File: src/rtl/timer_pkg.sv
// Shared types and BCD/seconds helpers for the game countdown timer.
package timer_pkg;

    typedef enum logic [1:0] {IDLE, RUN, PAUSED, EXPIRED} timer_state_t;
    typedef logic [3:0] bcd_t;

    typedef struct packed {
        bcd_t min_d;
        bcd_t sec_t;
        bcd_t sec_u;
    } mss_t;

    localparam int BONUS_SEC = 10;
    localparam int MAX_MIN   = 9;

    function automatic logic [9:0] total_of(input mss_t v);
        return 10'(v.min_d) * 10'd60 + 10'(v.sec_t) * 10'd10 + 10'(v.sec_u);
    endfunction

    function automatic mss_t mss_of(input logic [9:0] t);
        mss_t       r;
        logic [9:0] rem;
        rem     = t % 10'd60;
        r.min_d = 4'(t / 10'd60);
        r.sec_t = 4'(rem / 10'd10);
        r.sec_u = 4'(rem % 10'd10);
        return r;
    endfunction

endpackage

File: src/rtl/bcd_digit.sv
// One registered BCD digit, wrapping at 0/MAX; borrow/carry feed the next digit.
module bcd_digit
    import timer_pkg::*;
#(
    parameter int   MAX = 9,
    parameter bcd_t RST = '0
) (
    input  logic clk,
    input  logic resetN,
    input  logic dec,
    input  logic inc,
    input  logic load,
    input  bcd_t ld_val,
    output bcd_t value,
    output logic borrow_out,
    output logic carry_out
);

    assign borrow_out = dec && (value == '0);
    assign carry_out  = inc && (value == bcd_t'(MAX));

    always_ff @(posedge clk or negedge resetN) begin
        if (!resetN)
            value <= RST;
        else if (load)
            value <= ld_val;
        else if (dec)
            value <= borrow_out ? bcd_t'(MAX) : value - 4'd1;
        else if (inc)
            value <= carry_out ? '0 : value + 4'd1;
    end

endmodule

File: src/rtl/countdown_timer.sv
// Game countdown clock: M:SS BCD value decremented per one-second tick,
// with pause, bonus time, time-up pulse and low-time warning/blanking.
module countdown_timer
    import timer_pkg::*;
#(
    parameter int INIT_MIN = 2,
    parameter int INIT_SEC = 0,
    parameter int WARN_SEC = 10
) (
    input  logic       clk,
    input  logic       resetN,
    input  logic       tick,
    input  logic       duty50,
    input  logic       start,
    input  logic       pause,
    input  logic       bonus,
    output logic [3:0] min_d,
    output logic [3:0] sec_t,
    output logic [3:0] sec_u,
    output logic       running,
    output logic       time_up,
    output logic       warn,
    output logic       blank
);

    localparam logic [9:0] INIT_TOT = 10'(INIT_MIN * 60 + INIT_SEC);
    localparam logic [9:0] MAX_TOT  = 10'(MAX_MIN * 60 + 59);
    localparam mss_t       INIT_V   = mss_of(INIT_TOT);

    timer_state_t state, nxt_state;
    mss_t         cur, ld_val;
    logic [9:0]   total, nxt_total;
    logic [10:0]  bon_sum, tb_sum;
    logic         dec, inc, ld, run_dec, bon_ok;
    logic         su_borrow, st_borrow, st_carry;
    logic         unused_su_carry, unused_min_borrow, unused_min_carry;

    assign cur     = {min_d, sec_t, sec_u};
    assign total   = total_of(cur);
    assign bon_sum = {1'b0, total} + 11'(BONUS_SEC);
    assign tb_sum  = {1'b0, total} + 11'(BONUS_SEC - 1);
    assign run_dec = tick && (state == RUN) && (total != '0);
    assign bon_ok  = bonus && (state != EXPIRED);

    always_comb begin
        nxt_state = state;
        nxt_total = total;
        dec       = 1'b0;
        inc       = 1'b0;
        ld        = 1'b0;
        ld_val    = cur;
        if (start) begin
            // IDLE keeps the preset value; every other state restarts from INIT
            if (state != IDLE) begin
                ld        = 1'b1;
                ld_val    = INIT_V;
                nxt_total = INIT_TOT;
            end
            nxt_state = (nxt_total == '0) ? EXPIRED : RUN;
        end else if (pause && (state == RUN || state == PAUSED)) begin
            nxt_state = (state == RUN) ? PAUSED : RUN;
        end else if (run_dec && bon_ok) begin
            // net +9 s, cannot reach zero since total was non-zero
            ld        = 1'b1;
            nxt_total = (tb_sum > 11'(MAX_TOT)) ? MAX_TOT : tb_sum[9:0];
            ld_val    = mss_of(nxt_total);
        end else if (run_dec) begin
            dec       = 1'b1;
            nxt_total = total - 10'd1;
            if (nxt_total == '0)
                nxt_state = EXPIRED;
        end else if (bon_ok) begin
            if (bon_sum > 11'(MAX_TOT)) begin
                ld        = 1'b1;
                ld_val    = mss_of(MAX_TOT);
                nxt_total = MAX_TOT;
            end else begin
                inc       = 1'b1;
                nxt_total = bon_sum[9:0];
            end
        end
    end

    bcd_digit #(.MAX(9), .RST(INIT_V.sec_u)) u_sec_u (
        .clk(clk), .resetN(resetN), .dec(dec), .inc(1'b0), .load(ld),
        .ld_val(ld_val.sec_u), .value(sec_u),
        .borrow_out(su_borrow), .carry_out(unused_su_carry)
    );

    bcd_digit #(.MAX(5), .RST(INIT_V.sec_t)) u_sec_t (
        .clk(clk), .resetN(resetN), .dec(su_borrow), .inc(inc), .load(ld),
        .ld_val(ld_val.sec_t), .value(sec_t),
        .borrow_out(st_borrow), .carry_out(st_carry)
    );

    bcd_digit #(.MAX(9), .RST(INIT_V.min_d)) u_min_d (
        .clk(clk), .resetN(resetN), .dec(st_borrow), .inc(st_carry), .load(ld),
        .ld_val(ld_val.min_d), .value(min_d),
        .borrow_out(unused_min_borrow), .carry_out(unused_min_carry)
    );

    // flags are registered from next-state values so they align with the digits
    always_ff @(posedge clk or negedge resetN) begin
        if (!resetN) begin
            state   <= IDLE;
            running <= 1'b0;
            time_up <= 1'b0;
            warn    <= 1'b0;
        end else begin
            state   <= nxt_state;
            running <= (nxt_state == RUN);
            time_up <= (nxt_state == EXPIRED) && (state != EXPIRED);
            warn    <= (nxt_state == RUN) && (nxt_total <= 10'(WARN_SEC));
        end
    end

    assign blank = warn & ~duty50;

endmodule

File: config.mk
export PLATFORM = sky130hd
export DESIGN_NAME = countdown_timer
export DESIGN_NICKNAME = d
export VERILOG_FILES = /design/src/rtl/timer_pkg.sv /design/src/rtl/bcd_digit.sv /design/src/rtl/countdown_timer.sv
export SDC_FILE = /design/constraint.sdc
export NUM_CORES = 1
export LEC_CHECK = 0
export CAP_MARGIN = 20
export CELL_PAD_IN_SITES_DETAIL_PLACEMENT = 1
export CELL_PAD_IN_SITES_GLOBAL_PLACEMENT = 2
export CORE_MARGIN = 1
export CORE_UTILIZATION = 37
export CTS_BUF_LIST = sky130_fd_sc_hd__clkbuf_16
export DETAILED_ROUTE_END_ITERATION = 10
export PLACE_DENSITY_LB_ADDON = 0.1
export SYNTH_ARGS = -nofsm -noshare
export SYNTH_HDL_FRONTEND = slang
export SYNTH_SLANG_ARGS = --single-unit
File: constraint.sdc
create_clock -name clk -period 9.28 [get_ports clk]
set_input_delay 0.928 -clock clk [delete_from_list [all_inputs] [get_ports clk]]
set_output_delay 0.928 -clock clk [all_outputs]
set_load 0.01 [all_outputs]
==> metrics.csv, run 1 <==
stage;metric;value;unit
route;drt-total-wl;17200;µm
route;m1WireLength;8400;µm
route;vias_per_cell;6.12;
yosys;syn_area_per_cell;7.36;µm²
yosys;syn_nets;702;
route;routed-wl-met3;479;µm
worst_setup_path;path_class;register to register;
timing;fin_setup_tns;0;ns
timing;tightestPinTransition;0.895;ns
worst_setup_path;critPathSlowestCell;dfstp_2;
yosys;yosys.area.top_type;ha_1;
yosys;ys_types;85;
clock_network;clock_path_buffers;2;
finish;antenna_cells;0;
worst_setup_path;timing.rr.end;u_sec_u.value[2];
finish;area_delta_synth_final;11.3;%
route;num_vias;5016;
yosys;netlist_area;4660;µm²
floorplanning;start_util;0.383;
route;routed.top_layer;met4;
flow_run;max-cap-violations;0;
timing;period_needed;8.72;ns
placed_design;port_buffers;22;
timing;rsz0062_at_grt;no;
floorplanning;boundaryPins;23;
placed_design;gp_congestion;0.862;
clock_network;clockRootBuffer;clkbuf_16;
timing;finalHoldViolations;0;
floorplanning;die_area;13100;µm²
floorplanning;dieHeight;114;µm
worst_setup_path;r2r_start;u_min_d.value[1];
route;met2_length;8180;µm
outcome;status;completed;
clock_network;clkTransAtPathRegs;0.06;ns
finish;drive_gt1_frac;0.0707;
clock_network;cts_tree;done;
finish;layout_commonest_cell;nand2_1;
route;drc;0;
clock_network;numCtsBuffers;3;
worst_setup_path;slowest_delay;0.59;ns
worst_setup_path;required;9.42;ns
yosys;synth-edff-count;0;
worst_hold_path;min_path_type;register to register;
finish;nNetsFinal;721;
clock_network;clock-sinks;17;
global_routing;grt_pass1_vias;5222;
yosys;syn_inst;633;
timing;skew;0.00926;ns
worst_setup_path;cp-end-kind;register;
global_routing;antenna_found_initial;0;
floorplanning;fp-row-count;40;
timing;relSlewSlack;0.402;
global_routing;grt_pass1_wl;27900;µm
worst_setup_path;start_kind;register;
floorplanning;core;12200;µm²
clock_network;postCtsHoldBufs;0;
finish;layout_common_cells;56 x nand2_1, 53 x a21oi_1, 53 x ha_1;
placed_design;post-dp-hpwl;14200;µm
route;routedWlPerCell;21.0;µm
yosys;yosys_warnings;0;
worst_setup_path;crit_end;u_sec_u.value[2];
yosys;async_flop_share;1.00;
worst_setup_path;rr_worst_depth;29;
yosys;ys.flop_type;dfrtp_1;
yosys;synth-seq-area-share;0.0915;
timing;fmax;115;MHz
clock_network;htreeDepth;1;
floorplanning;die_w;114;µm
yosys;yosysTopAreaCellShare;0.142;
worst_setup_path;critical_path_arrival;8.86;ns
yosys;ys_seq_elements;17;
route;first_iter_violations;273;
global_routing;grt-ovfl-total;0;
route;drt-pass1-iter-count;5;
route;ant_nets;0;
global_routing;grt_max_degree;19;
clock_network;clock_latency;0.26;ns
global_routing;grt_usage;0.270;
worst_setup_path;crit_fanout;11;
timing;setup_violations;0;
timing;period_share;0.940;
timing;slew_violations;0;
worst_setup_path;critical_path.startpoint;u_min_d.value[1];
worst_setup_path;regToRegSetupSlack;0.56;ns
yosys;synthTopCellsByArea;ha_1 14%, dfrtp_1 8.6%, a21oi_1 5.7%;
-- cell families (layout without fill, tap and decap cells) --
| kind of cell | Yosys count | count (layout) | share of synthesized area |
|---|---|---|---|
| compound gates | 230 | 230 | 0.346 |
| buf+inv | 56 | 74 | 0.0494 |
| simple gates | 230 | 230 | 0.253 |
| xor+xnor | 28 | 28 | 0.0572 |
| mux | 9 | 9 | 0.0196 |
| flops | 17 | 17 | 0.0915 |
| fa+ha+maj | 63 | 63 | 0.183 |
-- through the flow --
stage / cell area (µm²) / utilization / hold WS, ns / std cells / setup WS (ns)
floorplan: 4660 / - / 0.604 / 633 / 1.16
global placement: 5070 / 0.417 / 0.653 / 812 / 0.657
detailed placement: 5070 / 0.417 / 0.675 / 812 / 0.446
CTS: 5150 / 0.424 / 0.678 / 816 / 0.419
global route: 5190 / 0.427 / 0.701 / 819 / 0.0294
finish: 5190 / 0.427 / 0.669 / 819 / 0.560
-- cell type report --
type	instances	area, µm²
Fill cell	1534	6970
Multi-Input combinational cell	560	4020
Sequential cell	17	427
Timing Repair Buffer	36	325
Tap cell	168	210
Inverter	34	128
Clock buffer	3	75.1
Clock inverter	1	7.51
-- cells in the mapped netlist, drive strengths merged (4+ instances only) --
cell type and number:
o22ai 6, inv 34, nor2 47, clkbuf 14, mux2i 8, nand3 26, fa 9, o31ai 4
a21o 14, o21ai 44, or3 4, or2 7, buf 8, nor4 7, nor2b 12, a41oi 5
or4 4, o221ai 8, nor3b 8, nand4 4, a21oi 53, a31oi 17, a221oi 4, xnor2 24
ha 53, and3 8, nand2b 7, o311ai 4, and2 7, nand2 56, a22oi 4, a211oi 12
a32oi 4, o211ai 9, o21a 8, dfrtp 16, nor3 28
-- routing by layer --
| metal | up-vias | GRT usage |
|---|---|---|
| met5 | - | 0 |
| met2 | 81 | 0.471 |
| met3 | 10 | 0.0228 |
| met4 | 0 | 0.0294 |
| met1 | 2496 | 0.373 |
| li1 | 2429 | - |
-- sequential cells by signal, indices dropped and copies added (netlist names) --
name / count
state: 2
u_sec_t.value: 4
running: 1
warn: 1
u_min_d.value: 4
u_sec_u.value: 4
time_up: 1
-- worst max-delay path, delay by kind of cell (launching register included) --
family	cells	cell delay, ns
AND/OR/NAND/NOR	7	1.49
AO/OA/AOI/OAI	10	2.82
buffers and inverters	2	0.14
adder cells (fa/ha/maj)	7	2.81
flip-flops	1	0.59
multiplexers	3	0.74
-- repair_timing --
item                                   in CTS  in global routing
endpoints found under the hold margin       0                  0
resized for setup                           0                  2
setup endpoints to repair                   0                  2
setup buffers                               0                  3
-- how the worst min path moves through the flow --
stage,start,endpoint,slack [ns],cells past startpoint
finish,state[0],time_up,0.67,2
global route,state[0],time_up,0.70,2
CTS,state[0],time_up,0.68,2
detailed placement,state[0],time_up,0.67,2
global placement,state[0],time_up,0.65,2
floorplan,state[1],time_up,0.60,2
Power of run 1 is left out: the tool's default activity adds up to more than one toggle a clock period on the data nets, which glitch-free logic cannot reach.
==> inputs of run 2 (changes only) <==
- CORE_ASPECT_RATIO: default -> 1.25
- GPL_TIMING_DRIVEN: default -> 0
==> run 2 against run 1 <==
Effect of this change: count of clock-buffer cells in the layout unchanged; routed wire length decreased by 1.5%; worst hold slack improved by 0.056 ns; non-clock buffer count increased by 13; first-iteration DRC count decreased by 39%; sequential share of layout area decreased by 0.13 points; cell area increased by 1.6%; critical endpoint unchanged; largest cell class unchanged; highest routed layer unchanged.
==> metrics.csv, run 2 (synthesis gave the netlist of run 1 again) <==
stage;metric;value;unit
worst_setup_path;cp-end-kind;register;
flow_run;max-cap-violations;0;
global_routing;grt_usage;0.264;
timing;whs;0.724;ns
clock_network;clkTransAtPathRegs;0.06;ns
finish;fin_area;5280;µm²
timing;skew;0.00284;ns
clock_network;numCtsBuffers;3;
route;drc;0;
worst_setup_path;required;9.41;ns
global_routing;grt_max_degree;18;
route;drt-pass1-iter-count;4;
route;num_vias;5097;
global_routing;grt-ovfl-total;0;
worst_setup_path;crit_top_cell;ha_1;
global_routing;grt_pass1_wl;27000;µm
outcome;status;completed;
finish;reg.largest.list;u_min_d.value (4), u_sec_t.value (4), u_sec_u.value (4);
global_routing;antenna_found_initial;0;
worst_setup_path;regToRegSetupSlack;0.51;ns
timing;period_share;0.945;
timing;rsz0062_at_grt;no;
route;routedWlPerCell;20.5;µm
placed_design;dp_cells;820;
route;first_iter_violations;166;
finish;area_delta_synth_final;13.2;%
worst_hold_path;min_path_type;register to register;
clock_network;cts_tree;done;
floorplanning;die_area;13100;µm²
timing;fin_setup_tns;0;ns
placed_design;post-dp-hpwl;13900;µm
global_routing;grt_pass1_vias;5142;
worst_setup_path;start_kind;register;
route;drt-total-wl;16900;µm
clock_network;clockRootBuffer;clkbuf_16;
timing;tightestPinTransition;0.867;ns
floorplanning;dieHeight;128;µm
floorplanning;core;12200;µm²
clock_network;clock_latency;0.25;ns
clock_network;clock-sinks;17;
route;vias_per_cell;6.16;
finish;layout_commonest_cell;nand2_1;
timing;fmax;114;MHz
placed_design;placed_area;5090;µm²
worst_setup_path;crit_fanout;10;
route;ant_nets;0;
finish;antenna_cells;0;
finish;final_cell_count_no_fill;828;
worst_setup_path;critPathSlowestCell;fa_1;
worst_setup_path;critical_path_arrival;8.90;ns
clock_network;postCtsHoldBufs;0;
floorplanning;boundaryPins;23;
floorplanning;die_w;102;µm
finish;drive_gt1_frac;0.0828;
clock_network;clock_path_buffers;2;
worst_setup_path;slowest_delay;0.63;ns
clock_network;htreeDepth;1;
worst_setup_path;path_class;register to register;
placed_design;port_buffers;22;
timing;setup_violations;0;
floorplanning;start_util;0.382;
finish;layout_common_cells;56 x nand2_1, 53 x ha_1, 52 x a21oi_1;
timing;period_needed;8.77;ns
timing;finalHoldViolations;0;
placed_design;gp_congestion;0.873;
timing;slew_violations;0;
finish;nFillCells;1562;
floorplanning;fp-row-count;45;
timing;relSlewSlack;0.420;
finish;nNetsFinal;734;
[run 2: cell types whose count changed in the layout (fill, tap and decap cells not counted), moves of 2 or more]
cell / previous run / this run
buf_2: 0 / 5
buf_4: 14 / 7
clkbuf_1: 0 / 11
clkbuf_2: 0 / 2
nor2_1: 45 / 43
nor2_2: 2 / 4
nor3_1: 26 / 23
nor3_2: 1 / 4
[run 2: per-layer routing]
layer | vias to the layer above | GRT usage | wire [µm]
li1 | 2462 | - | -
met1 | 2521 | 0.330 | 7370
met2 | 93 | 0.482 | 8680
met3 | 21 | 0.0197 | 471
met4 | 0 | 0.0613 | 417
met5 | - | 0 | 0
[run 2: worst paths after layout]
kind	from	to	cells past startpoint
worst max-delay path	u_min_d.value[0]	u_sec_u.value[2]	33
worst min-delay path	u_min_d.value[3]	u_min_d.value[3]	2
min in group asynchronous	resetN	state[0]	1
worst min register to register	u_min_d.value[3]	u_min_d.value[3]	2
worst max register to register	u_min_d.value[0]	u_sec_u.value[2]	33
max in group asynchronous	resetN	u_sec_u.value[3]	1
[run 2: worst max-delay path, delay by kind of cell (launching register included)]
family                   cells  cell delay, ns
flip-flops                   1            0.54
AND/OR/NAND/NOR              5            0.74
buffers and inverters        6            1.12
multiplexers                 1            0.10
AO/OA/AOI/OAI               14            3.40
adder cells (fa/ha/maj)      7            2.74
[run 2: area by class of cell]
| type | instances | area, µm² | area share |
|---|---|---|---|
| Buffer | 22 | 105 | 0.0199 |
| Clock buffer | 3 | 75.1 | 0.0142 |
| Clock inverter | 1 | 7.51 | 0.00142 |
| Inverter | 34 | 128 | 0.0242 |
| Multi-Input combinational cell | 560 | 4070 | 0.772 |
| Sequential cell | 17 | 427 | 0.0809 |
| Tap cell | 164 | 205 | 0.0389 |
| Timing Repair Buffer | 27 | 255 | 0.0484 |
[run 2: stage by stage]
stage / setup slack, ns / utilization
6_report: 0.510 / 0.432
5_1_grt: 0.0106 / 0.432
4_1_cts: 0.00510 / 0.424
3_5_place_dp: -0.0306 / 0.417
3_3_place_gp: 0.229 / 0.416
2_1_floorplan: 1.16 / -
[run 2: what timing repair did]
item / 4_1_cts / 5_1_grt
buffers inserted: 0 / 3
resized for setup: 2 / 15
endpoints found under the setup margin: 2 / 5
pin swaps: 0 / 2
Power of run 2 is left out for the same reason.
